<file path="src/rtl/enigma_pkg.sv">
// Shared types and widths for the enigma output stage.
package enigma_pkg;

   localparam int SYMB_W = 7;
   localparam int CNT_W  = 8;

   typedef logic signed [SYMB_W-1:0] symbol_t;

   typedef enum logic [1:0] {
      IDLE    = 2'd0,
      COLLECT = 2'd1,
      DRAIN   = 2'd2,
      DONE    = 2'd3
   } msgbuf_state_t;

endpackage

</file>
<file path="src/rtl/enigma_sync_fifo.sv">
// Single-clock first-word-fall-through FIFO for cipher symbols.
// Full/empty come from an occupancy counter, so the pointers simply wrap.
// A push into a full FIFO is accepted when a pop frees the slot in the same cycle.
module enigma_sync_fifo
   import enigma_pkg::*;
#(
   parameter int DEPTH = 16
)
(
   input  logic                   clk_i,
   input  logic                   rst_i,
   input  logic                   flush_i,
   input  logic                   push_i,
   input  logic                   pop_i,
   input  symbol_t                wdata_i,
   output symbol_t                rdata_o,
   output logic                   full_o,
   output logic                   empty_o,
   output logic [$clog2(DEPTH):0] level_o
);

   localparam int PTR_W = $clog2(DEPTH);
   localparam int LVL_W = PTR_W + 1;

   symbol_t          mem [DEPTH];
   logic [PTR_W-1:0] wr_ptr;
   logic [PTR_W-1:0] rd_ptr;
   logic [LVL_W-1:0] level;
   logic             push_ok;
   logic             pop_ok;

   assign empty_o = (level == '0);
   assign full_o  = (level == LVL_W'(DEPTH));
   assign pop_ok  = pop_i && !empty_o;
   assign push_ok = push_i && (!full_o || pop_ok);
   assign level_o = level;

   // Head is forced to zero while empty so the output is clean out of reset.
   assign rdata_o = empty_o ? '0 : mem[rd_ptr];

   // Pointer and occupancy update; flush discards everything in one cycle.
   always_ff @(posedge clk_i or negedge rst_i) begin
      if (!rst_i) begin
         wr_ptr <= '0;
         rd_ptr <= '0;
         level  <= '0;
      end else if (flush_i) begin
         wr_ptr <= '0;
         rd_ptr <= '0;
         level  <= '0;
      end else begin
         if (push_ok) wr_ptr <= wr_ptr + PTR_W'(1);
         if (pop_ok)  rd_ptr <= rd_ptr + PTR_W'(1);
         unique case ({push_ok, pop_ok})
            2'b10:   level <= level + LVL_W'(1);
            2'b01:   level <= level - LVL_W'(1);
            default: level <= level;
         endcase
      end
   end

   // Storage array; contents are don't-care until written.
   always_ff @(posedge clk_i) begin
      if (push_ok && !flush_i) mem[wr_ptr] <= wdata_i;
   end

endmodule

</file>
<file path="src/rtl/enigma_msg_buffer.sv">
// Output stage behind the cipher core: buffers one message of symbols and
// releases it under valid/ready, flagging symbols lost to a full FIFO.
//
//  state   | meaning
//  --------+-------------------------------------------------------------
//  IDLE    | no message; symb_val_i ignored, waiting for start_i
//  COLLECT | accepting symbols until len have been seen (kept or dropped)
//  DRAIN   | input closed; waiting for every kept symbol to be popped
//  DONE    | one-cycle msg_done_o pulse, then back to IDLE
module enigma_msg_buffer
   import enigma_pkg::*;
#(
   parameter int DEPTH = 16
)
(
   input  logic                   clk_i,
   input  logic                   rst_i,
   input  logic                   start_i,
   input  logic [CNT_W-1:0]       symb_numb_i,
   input  logic                   symb_val_i,
   input  symbol_t                symbol_i,
   input  logic                   out_ready_i,
   output logic                   out_val_o,
   output symbol_t                symbol_o,
   output logic                   msg_done_o,
   output logic                   overflow_o,
   output logic                   busy_o,
   output logic [$clog2(DEPTH):0] level_o
);

   msgbuf_state_t    state, state_nxt;
   logic [CNT_W-1:0] len, len_nxt;
   logic [CNT_W-1:0] rx_cnt, rx_nxt;
   logic [CNT_W-1:0] tx_cnt, tx_nxt;
   logic [CNT_W-1:0] dropped, dropped_nxt;
   logic             overflow, overflow_nxt;

   logic             fifo_push;
   logic             fifo_flush;
   logic             fifo_full;
   logic             fifo_empty;
   logic             pop_fire;

   enigma_sync_fifo #(.DEPTH(DEPTH)) u_fifo (
      .clk_i   (clk_i),
      .rst_i   (rst_i),
      .flush_i (fifo_flush),
      .push_i  (fifo_push),
      .pop_i   (out_ready_i),
      .wdata_i (symbol_i),
      .rdata_o (symbol_o),
      .full_o  (fifo_full),
      .empty_o (fifo_empty),
      .level_o (level_o)
   );

   assign out_val_o  = !fifo_empty;
   assign pop_fire   = out_val_o && out_ready_i;
   assign msg_done_o = (state == DONE);
   assign busy_o     = (state != IDLE);
   assign overflow_o = overflow;

   // State and message counters.
   always_ff @(posedge clk_i or negedge rst_i) begin
      if (!rst_i) begin
         state    <= IDLE;
         len      <= '0;
         rx_cnt   <= '0;
         tx_cnt   <= '0;
         dropped  <= '0;
         overflow <= 1'b0;
      end else begin
         state    <= state_nxt;
         len      <= len_nxt;
         rx_cnt   <= rx_nxt;
         tx_cnt   <= tx_nxt;
         dropped  <= dropped_nxt;
         overflow <= overflow_nxt;
      end
   end

   // Next-state, counter and FIFO control. A start in DONE is ignored so the
   // finishing message always gets its pulse.
   always_comb begin
      state_nxt    = state;
      len_nxt      = len;
      rx_nxt       = rx_cnt;
      tx_nxt       = tx_cnt;
      dropped_nxt  = dropped;
      overflow_nxt = overflow;
      fifo_push    = 1'b0;
      fifo_flush   = 1'b0;

      if (pop_fire) tx_nxt = tx_cnt + CNT_W'(1);

      if (start_i && state != DONE) begin
         len_nxt      = symb_numb_i;
         rx_nxt       = '0;
         tx_nxt       = '0;
         dropped_nxt  = '0;
         overflow_nxt = 1'b0;
         fifo_flush   = (state != IDLE);
         state_nxt    = (symb_numb_i == '0) ? DONE : COLLECT;
      end else begin
         unique case (state)
            COLLECT: begin
               if (symb_val_i) begin
                  fifo_push = 1'b1;
                  rx_nxt    = rx_cnt + CNT_W'(1);
                  if (fifo_full && !pop_fire) begin
                     overflow_nxt = 1'b1;
                     dropped_nxt  = dropped + CNT_W'(1);
                  end
                  if (rx_nxt == len) state_nxt = DRAIN;
               end
            end
            DRAIN: begin
               if ((tx_cnt == rx_cnt - dropped) && fifo_empty) state_nxt = DONE;
            end
            DONE: state_nxt = IDLE;
            default: ;
         endcase
      end
   end

endmodule

</file>
<file path="config.mk">
export PLATFORM = sky130hd
export DESIGN_NAME = enigma_msg_buffer
export DESIGN_NICKNAME = d
export VERILOG_FILES = /design/src/rtl/enigma_pkg.sv /design/src/rtl/enigma_sync_fifo.sv /design/src/rtl/enigma_msg_buffer.sv
export SDC_FILE = /design/constraint.sdc
export NUM_CORES = 1
export LEC_CHECK = 0
export BUFFER_PORTS_ARGS = -buffer_cell sky130_fd_sc_hd__buf_4
export CAP_MARGIN = 20
export CORE_MARGIN = 5
export CORE_UTILIZATION = 55
export CTS_CLUSTER_DIAMETER = 120
export DETAILED_ROUTE_END_ITERATION = 8
export PLACE_DENSITY = 0.75
export SLEW_MARGIN = 20
export SYNTH_ARGS = -nofsm -noshare
export SYNTH_HDL_FRONTEND = slang
export SYNTH_SLANG_ARGS = --single-unit
</file>
<file path="constraint.sdc">
create_clock -name clk_i -period 2.9 [get_ports clk_i]
set_clock_uncertainty 0.15 [all_clocks]
set_input_delay 0.725 -clock clk_i [delete_from_list [all_inputs] [get_ports clk_i]]
set_output_delay 0.725 -clock clk_i [all_outputs]
set_load 0.05 [all_outputs]
</file>
==> results of run 1 <==
final cells by class:
type	count	area share
Tap cell	176	0.0249
Clock buffer	17	0.0481
Sequential cell	160	0.516
Timing Repair Buffer	68	0.0668
Clock inverter	15	0.0165
Multi-Input combinational cell	335	0.316
Inverter	27	0.0115
worst max-delay path, stage by stage (launching register included):
cell and delay (ns):
dfrtp_2 0.46, buf_12 0.19, mux4_2 0.53, mux4_2 0.49
and2b_1 0.19, buf_6 0.15
per-stage QoR:
| step | utilization | hold WS (ns) |
|---|---|---|
| 4_1_cts | 0.666 | 0.175 |
| 5_1_grt | 0.665 | 0.204 |
| 3_3_place_gp | 0.617 | 0.314 |
| 2_1_floorplan | - | 0.279 |
| 3_5_place_dp | 0.617 | 0.333 |
| 6_report | 0.665 | 0.162 |
synth_stat cells (7+ instances only):
library cell / count / area [µm²]
o21ai_0: 26 / 130
dfrtp_1: 48 / 1200
and2b_1: 7 / 52.6
nor2b_1: 8 / 50.1
nor4_1: 8 / 50.1
nor3_1: 8 / 40.0
ha_1: 23 / 288
nand2_1: 49 / 184
nand4_1: 8 / 50.1
mux4_2: 35 / 788
mux2i_1: 7 / 70.1
inv_1: 27 / 101
nor2_1: 39 / 146
and2_1: 11 / 68.8
xnor2_1: 21 / 184
edfxtp_1: 112 / 3360
xor2_1: 18 / 158
nand3_1: 9 / 45.0
a21oi_1: 8 / 40.0
clkbuf_1: 12 / 45.0
sequential cells by signal, summed over array words and instances (netlist names):
register        count
dropped             8
len                 8
overflow_o          1
rx_cnt              8
state               2
tx_cnt              8
u_fifo.level_o      5
u_fifo.mem        112
u_fifo.rd_ptr       4
u_fifo.wr_ptr       4
cell usage in the layout, fill, tap and decap left out, types with 18 or more instances in the layout:
cell type and instances:
dfrtp_1 44, nor2_1 38, o21ai_0 26, ha_1 22, edfxtp_1 112, xor2_1 18
nand2_1 48, inv_1 27, xnor2_1 21, buf_4 56, mux4_2 35
per-layer routing:
metal  routed length, µm  track usage  share of wire
met1                6830        0.295           0.42
met2                8210        0.344           0.50
met3                1100       0.0534          0.067
met4                 229       0.0700          0.014
met5                   0            0              0
repair_timing:
action | in CTS | in global routing
gates cloned | 1 | 0
pin swaps | 0 | 0
setup buffers | 2 | 0
hold buffers | 0 | 0
gates resized for setup | 8 | 4
setup endpoints to repair | 7 | 10
final timing paths:
path                                                 end  slack, ns  cells after the start
setup / recovery                             symbol_o[2]      -0.42                      5
hold / removal                    dropped[6]$_DFFE_PN0P_       0.16                      1
setup reg to reg                    state[1]$_DFFE_PN0P_       0.15                     10
hold reg to reg                   overflow_o$_DFFE_PN0P_       0.34                      2
max in group asynchronous  u_fifo.level_o[3]$_DFFE_PN0P_       1.98                      1
min in group clk_i                overflow_o$_DFFE_PN0P_       0.34                      2
cells by family after synthesis:
| family | synth area share |
|---|---|
| and+or+nand+nor | 0.110 |
| DFF | 0.609 |
| AOI/OAI and AO/OA | 0.0527 |
| buffers and inverters | 0.0227 |
| muxes | 0.116 |
| xor gates and xnor gates | 0.0456 |
| adders and majority gates | 0.0437 |
power by group:
group | switching [mW] | total [mW] | leakage, nW | internal, mW
clock | 0.998 | 2.14 | 0.279 | 1.14
combinational | 1.80 | 3.26 | 1.47 | 1.46
sequential | 0.218 | 2.87 | 1.64 | 2.65
==> results.ini, run 1 <==
[outcome]
outcome = complete, but fails checks
failed_checks = setup timing

[min_path]
min_path_type = input pin to asynchronous set/reset pin

[finish]
layout.cells.non_filler = 798
antenna_cells = 0
seqCellArea_um2 = 4570
final_area_um2 = 8850
fill_cells = 911
drive_gt1_frac = 0.240
final_nets = 654
multi_input_comb_area_um2 = 2790
area_growth_pct = 18.0

[global_route]
antenna_found_initial = 0
grt_pass1_wl_um = 26000
grt_pass1_vias = 4653
track_usage = 0.216
overflow = 0
grt_max_degree = 49

[worst_setup_path]
arrival_ns = 2.44
worstSetupStartpoint = u_fifo.rd_ptr[0]$_DFFE_PN0P_
timing.rr.start = dropped[0]$_DFFE_PN0P_
required_ns = 2.03
setup.worst_path.start_class = flop
cp-end-kind = primary output
path_class = flop to primary output
critPathMaxFanout = 13

[sta]
rsz0062_at_grt = true
fin_crit_ns = 3.32
final.setup.tns_ns = -2.68
clock.fmax_mhz = 301
max-slew-margin-rel = 0.558
fin_crit_sh = 1.14
worst_pin_slew_ns = 0.661
drv_slew = 0
layout_setup_ws_ns = -0.418
hold_viol = 0
finalSetupViolations = 7

[power]
finalPower_mw = 8.27
ir_drop_uv = 717
p_leak_nw = 3.39
powerDensity_nw_per_um2 = 935

[place]
place.detailed.hpwl_um = 10700
place_inst = 764
place_area_um2 = 8200
io_buffers = 35
dp_slack_ns = 0.00193
finalWeightedCongestion = 0.844

[synthesis]
synth.distinct_cells = 47
yosysWarnings = 0
syn-num-nets = 584
syn_area_per_cell_um2 = 13.9
ys_seq_area_frac = 0.609
synth_area_um2 = 7500
synthArstFlopShare = 0.300
yosys_most_used_dff = edfxtp_1
ys_ff_latch = 160
syn_inst = 539
synth_enable_flop_cells = 112

[cts]
clkLatencyLatePin_ns = 0.43
cts-root-buf = clkbuf_16
cts_tree = yes
cts_buffer_depth = 2
cts.sink_count = 160
numCtsBuffers = 17
cts.clk_slew.worst_paths_ns = 0.07
h-tree-depth = 4

[flow_run]
cap_violations = 0

[drt]
drt_iter0_drc = 508
final_antenna_net_count = 0
avgRoutedWirePerCell_um = 20.5
wirelength_um = 16400
via_per_inst = 5.96
firstDrtPassIters = 5
vias = 4753
drc = 0

[die]
die_x_um = 127
core_area_um2 = 13300
io_pins = 36
die_h_um = 127
dieArea_um2 = 16100
initial_core_util = 0.564
num_rows = 42

Power figures use the tool's default switching activity.
==> run 2, diff against run 1 <==
==> constraint.sdc (replaced) <==
create_clock -name clk_i -period 3 [get_ports clk_i]
set_clock_uncertainty 0.15 [all_clocks]
set_input_delay 0.75 -clock clk_i [delete_from_list [all_inputs] [get_ports clk_i]]
set_output_delay 0.75 -clock clk_i [all_outputs]
set_load 0.05 [all_outputs]
==> results.ini, run 2 (synthesis gave the netlist of run 1 again) <==
[sta]
worst_pin_slew_ns = 0.621  ; was 0.661 ns
final.setup.tns_ns = -1.93  ; was -2.68 ns
max-slew-margin-rel = 0.586  ; was 0.558
fin_crit_sh = 1.10
hold_viol = 0  ; unchanged
fin_crit_ns = 3.31
clock.fmax_mhz = 302
drv_slew = 0  ; unchanged
hold_ws_ns = 0.175  ; was 0.162 ns
layout_setup_ws_ns = -0.308  ; was -0.418 ns
finalSetupViolations = 7  ; unchanged
rsz0062_at_grt = true  ; unchanged

[flow_run]
cap_violations = 0  ; unchanged

[drt]
drc = 0  ; unchanged
wirelength_um = 16000  ; was 16400 µm
drt_iter0_drc = 423  ; was 508
firstDrtPassIters = 5  ; unchanged
via_per_inst = 5.90  ; was 5.96
final_antenna_net_count = 0  ; unchanged
vias = 4663  ; was 4753
avgRoutedWirePerCell_um = 20.2  ; was 20.5 µm

[die]
initial_core_util = 0.564  ; unchanged
num_rows = 42  ; unchanged
die_x_um = 127  ; unchanged
io_pins = 36  ; unchanged
dieArea_um2 = 16100  ; unchanged
die_h_um = 127  ; unchanged
core_area_um2 = 13300  ; unchanged

[worst_setup_path]
path_class = flop to primary output  ; unchanged
arrival_ns = 2.41  ; was 2.44 ns
setup.worst_path.start_class = flop  ; unchanged
cp-end-kind = primary output  ; unchanged
critPathMaxFanout = 4  ; was 13
required_ns = 2.10  ; was 2.03 ns
worstSetupStartpoint = u_fifo.rd_ptr[0]$_DFFE_PN0P_  ; unchanged
timing.rr.start = rx_cnt[0]$_DFFE_PN0P_  ; was dropped[0]$_DFFE_PN0P_

[finish]
final_common_cell = edfxtp_1  ; unchanged
fill_cells = 911  ; unchanged
multi_input_comb_area_um2 = 2770  ; was 2790 µm²
seqCellArea_um2 = 4570  ; unchanged
area_growth_pct = 17.4  ; was 18.0%
final_cell_mix = edfxtp_1, buf_4, nand2_1, dfrtp_1, nor2_1  ; unchanged
regMostFlops = u_fifo.mem  ; unchanged
antenna_cells = 0  ; unchanged
final_nets = 647  ; was 654
drive_gt1_frac = 0.224  ; was 0.240
largest_reg_flops = 112  ; unchanged

[place]
io_buffers = 35  ; unchanged
place.detailed.hpwl_um = 10400  ; was 10700 µm
finalWeightedCongestion = 0.830  ; was 0.844

[power]
p_leak_nw = 3.36  ; was 3.39 nW
ir_drop_uv = 667  ; was 717 µV
powerDensity_nw_per_um2 = 915  ; was 935 nW/µm²

[cts]
cts_tree = yes  ; unchanged
numCtsBuffers = 17  ; unchanged
cts.clk_slew.worst_paths_ns = 0.07  ; about the same
clkLatencyLatePin_ns = 0.43  ; about the same
cts-root-buf = clkbuf_16  ; unchanged
cts.sink_count = 160  ; unchanged
cts_buffer_depth = 2  ; unchanged
h-tree-depth = 4  ; unchanged

[min_path]
min_path_type = input pin to asynchronous set/reset pin  ; unchanged

[global_route]
track_usage = 0.211  ; was 0.216
grt_pass1_wl_um = 25500  ; was 26000 µm
grt_max_degree = 49  ; unchanged
overflow = 0  ; unchanged
grt_pass1_vias = 4582  ; was 4653
antenna_found_initial = 0  ; unchanged

[outcome]
outcome = complete, but fails checks  ; unchanged
failed_checks = setup timing  ; unchanged

[run 2: through the flow]
stage	utilization	cell area, µm²	std cells	setup WS (ns)	total power [mW]
global placement	0.611	8120	755	0.143	5.66
finish	0.662	8800	791	-0.308	8.05
detailed placement	0.611	8120	755	0.0866	5.76
floorplan	-	7500	539	0.0341	4.95
global route	0.662	8800	791	-0.393	8.49
CTS	0.662	8800	791	-0.336	8.09
[run 2: worst paths after layout]
path	to	cells after the start	slack [ns]
max in group asynchronous	u_fifo.level_o[3]$_DFFE_PN0P_	1	2.05
max	symbol_o[5]	6	-0.31
min reg2reg	overflow_o$_DFFE_PN0P_	2	0.34
max reg2reg	state[1]$_DFFE_PN0P_	10	0.17
min	dropped[4]$_DFFE_PN0P_	1	0.17
min in group clk_i	overflow_o$_DFFE_PN0P_	2	0.34
[run 2: critical path: stages, from the launching register on]
cell,delay [ns]
dfrtp_2,0.40
buf_4,0.14
buf_16,0.11
mux4_2,0.49
mux4_2,0.46
and2b_1,0.21
buf_6,0.16
[run 2: timing repair]
action,CTS,global route
hold buffers,0,0
cloned,1,0
endpoints found under the setup margin,7,9
setup buffers,3,0
resized for setup,8,1
[run 2: metal layers]
layer | vias up | GRT usage | share of wire
li1 | 2137 | - | -
met1 | 2342 | 0.298 | 0.44
met2 | 163 | 0.330 | 0.49
met3 | 21 | 0.0492 | 0.057
met4 | 0 | 0.0612 | 0.016
met5 | - | 0 | 0
[run 2: final cells by class]
class,count,share of cell area
Clock buffer,18,0.0487
Timing Repair Buffer,61,0.0615
Multi-Input combinational cell,335,0.315
Inverter,27,0.0115
Tap cell,176,0.0250
Sequential cell,160,0.519
Clock inverter,14,0.0193
[run 2: power breakdown]
group          internal, mW  switching [mW]  total [mW]  leakage, nW
clock                  1.25           0.931        2.19        0.287
combinational          1.39            1.70        3.09         1.44
sequential             2.56           0.215        2.78         1.64
==> run 3, diff against run 2 <==
--- a/config.mk
+++ b/config.mk
@@ -12,6 +12,7 @@
 export CTS_CLUSTER_DIAMETER = 120
 export DETAILED_ROUTE_END_ITERATION = 8
 export PLACE_DENSITY = 0.75
+export RECOVER_POWER = 100
 export SLEW_MARGIN = 20
 export SYNTH_ARGS = -nofsm -noshare
 export SYNTH_HDL_FRONTEND = slang
==> results.ini, run 3 (synthesis gave the netlist of run 1 again) <==
[worst_setup_path]
setup.worst_path.start_class = flop  ; unchanged
arrival_ns = 2.41  ; about the same
path_class = flop to primary output  ; unchanged
required_ns = 2.10  ; about the same
cp_slowest_stage_delay_ns = 0.49  ; about the same
critical_path.top_delay_family = multiplexers  ; unchanged
cp_common_cell = mux4_2  ; unchanged
critPathMaxFanout = 4  ; unchanged
cp_slowest_cell = mux4_2  ; unchanged
crit_chain = buf_4, buf_16, mux4_2, mux4_2, and2b_1, buf_6  ; unchanged
cp-end-kind = primary output  ; unchanged
cp_num_buf_inv = 3  ; unchanged

[die]
initial_core_util = 0.564  ; unchanged
core_area_um2 = 13300  ; unchanged
die_h_um = 127  ; unchanged
num_rows = 42  ; unchanged
io_pins = 36  ; unchanged
die_x_um = 127  ; unchanged
dieArea_um2 = 16100  ; unchanged

[min_path]
min_path_type = flop to flop  ; was input pin to asynchronous set/reset pin

[sta]
max-slew-margin-rel = 0.198  ; was 0.586
finalSetupViolations = 7  ; unchanged
clock.fmax_mhz = 302  ; about the same
hold_viol = 0  ; unchanged
hold_ws_ns = 0.334  ; was 0.175 ns
fin_crit_ns = 3.31  ; about the same
worst_pin_slew_ns = 1.20  ; was 0.621 ns
layout_setup_ws_ns = -0.306  ; was -0.308 ns
final.setup.tns_ns = -1.91  ; was -1.93 ns
drv_slew = 0  ; unchanged
fin_crit_sh = 1.10  ; about the same
rsz0062_at_grt = true  ; unchanged

[outcome]
failed_checks = setup timing  ; unchanged
outcome = complete, but fails checks  ; unchanged

[finish]
post-route-util = 0.654  ; was 0.662
layout.cells.non_filler = 791  ; unchanged
area_growth_pct = 15.9  ; was 17.4%
drive_gt1_frac = 0.184  ; was 0.224
largest_reg_flops = 112  ; unchanged
final_nets = 647  ; unchanged
final_common_cell = edfxtp_1  ; unchanged
regMostFlops = u_fifo.mem  ; unchanged
final_cell_mix = edfxtp_1, nand2_1, dfrtp_1, nor2_1, mux4_2  ; was edfxtp_1, buf_4, nand2_1, dfrtp_1, nor2_1
antenna_cells = 0  ; unchanged

[cts]
cts_tree = yes  ; unchanged
numCtsBuffers = 17  ; unchanged
clkLatencyLatePin_ns = 0.43  ; about the same
h-tree-depth = 4  ; unchanged
cts_hold_buf = 0  ; unchanged
cts_buffer_depth = 2  ; unchanged
cts.clk_slew.worst_paths_ns = 0.06  ; was 0.07 ns
cts.sink_count = 160  ; unchanged
cts-root-buf = clkbuf_16  ; unchanged

[global_route]
overflow = 0  ; unchanged
grt_pass1_wl_um = 25500  ; unchanged
grt_pass1_vias = 4582  ; unchanged
antenna_found_initial = 0  ; unchanged
grt_max_degree = 49  ; unchanged
track_usage = 0.211  ; unchanged

[flow_run]
cap_violations = 0  ; unchanged

[power]
ir_drop_uv = 645  ; was 667 µV
powerDensity_nw_per_um2 = 917  ; was 915 nW/µm²
finalPower_mw = 7.97  ; was 8.05 mW
p_leak_nw = 3.27  ; was 3.36 nW

[place]
place.detailed.hpwl_um = 10400  ; unchanged
finalWeightedCongestion = 0.830  ; unchanged
place_inst = 755  ; unchanged
io_buffers = 35  ; unchanged

[drt]
final_antenna_net_count = 0  ; unchanged
via_per_inst = 5.92  ; was 5.90
drc = 0  ; unchanged
firstDrtPassIters = 5  ; unchanged
avgRoutedWirePerCell_um = 20.2  ; about the same
drt_iter0_drc = 402  ; was 423
vias = 4684  ; was 4663
wirelength_um = 16000  ; about the same

-- run 3: cell count changes in the layout (fill, tap and decap cells not counted), sizes merged --
cell    delta
buf       -28
clkbuf    +28
-- run 3: report_power, final --
part           switching [mW]  internal, mW  total [mW]
clock network           0.932          1.25        2.19
registers               0.213          2.56        2.78
logic                    1.69          1.31        3.01
total                    2.84          5.13        7.97
-- run 3: worst paths after layout --
kind	from	to	slack (ns)	depth (start not counted)
min in group asynchronous	rst_i	dropped[4]$_DFFE_PN0P_	0.41	1
min reg2reg	overflow_o$_DFFE_PN0P_	overflow_o$_DFFE_PN0P_	0.33	2
max reg2reg	u_fifo.level_o[3]$_DFFE_PN0P_	u_fifo.level_o[4]$_DFFE_PN0P_	0.12	11
max in group asynchronous	rst_i	u_fifo.level_o[0]$_DFFE_PN0P_	1.47	1
max	u_fifo.rd_ptr[0]$_DFFE_PN0P_	symbol_o[5]	-0.31	6
min	overflow_o$_DFFE_PN0P_	overflow_o$_DFFE_PN0P_	0.33	2
-- run 3: final cells by class --
class / count / area [µm²]
well taps: 176 / 220
multi-input cells: 335 / 2760
repair buffers: 61 / 443
clock buffers: 18 / 429
flip-flops and latches: 160 / 4570
clock inverters: 14 / 170
fillers: 948 / 4600
inverters: 27 / 101
-- run 3: worst reg2reg max path: cells and delay by family (launching register included) --
kind,cells,cell delay (ns)
AO/OA/AOI/OAI,3,0.58
flip-flops,1,0.43
XOR/XNOR,2,0.30
buffers and inverters,1,0.10
adder cells (fa/ha/maj),1,0.33
AND/OR/NAND/NOR,4,0.88
-- run 3: what timing repair did --
item                                    CTS  global route
hold endpoints to repair                  0             0
buffers inserted                          3             0
cloned                                    1             0
gates resized for setup                   8             1
endpoints found under the setup margin    7             9
-- run 3: metal layers --
layer | share of wire | track usage
met1 | 0.44 | 0.298
met2 | 0.49 | 0.330
met3 | 0.049 | 0.0492
met4 | 0.018 | 0.0612
met5 | 0 | 0
-- run 3: through the flow --
step | worst slack (ns) | cell area (µm²)
finish | -0.306 | 8690
detailed placement | 0.0866 | 8120
global route | -0.393 | 8690
global placement | 0.143 | 8120
CTS | -0.336 | 8800
floorplan | 0.0341 | 7500
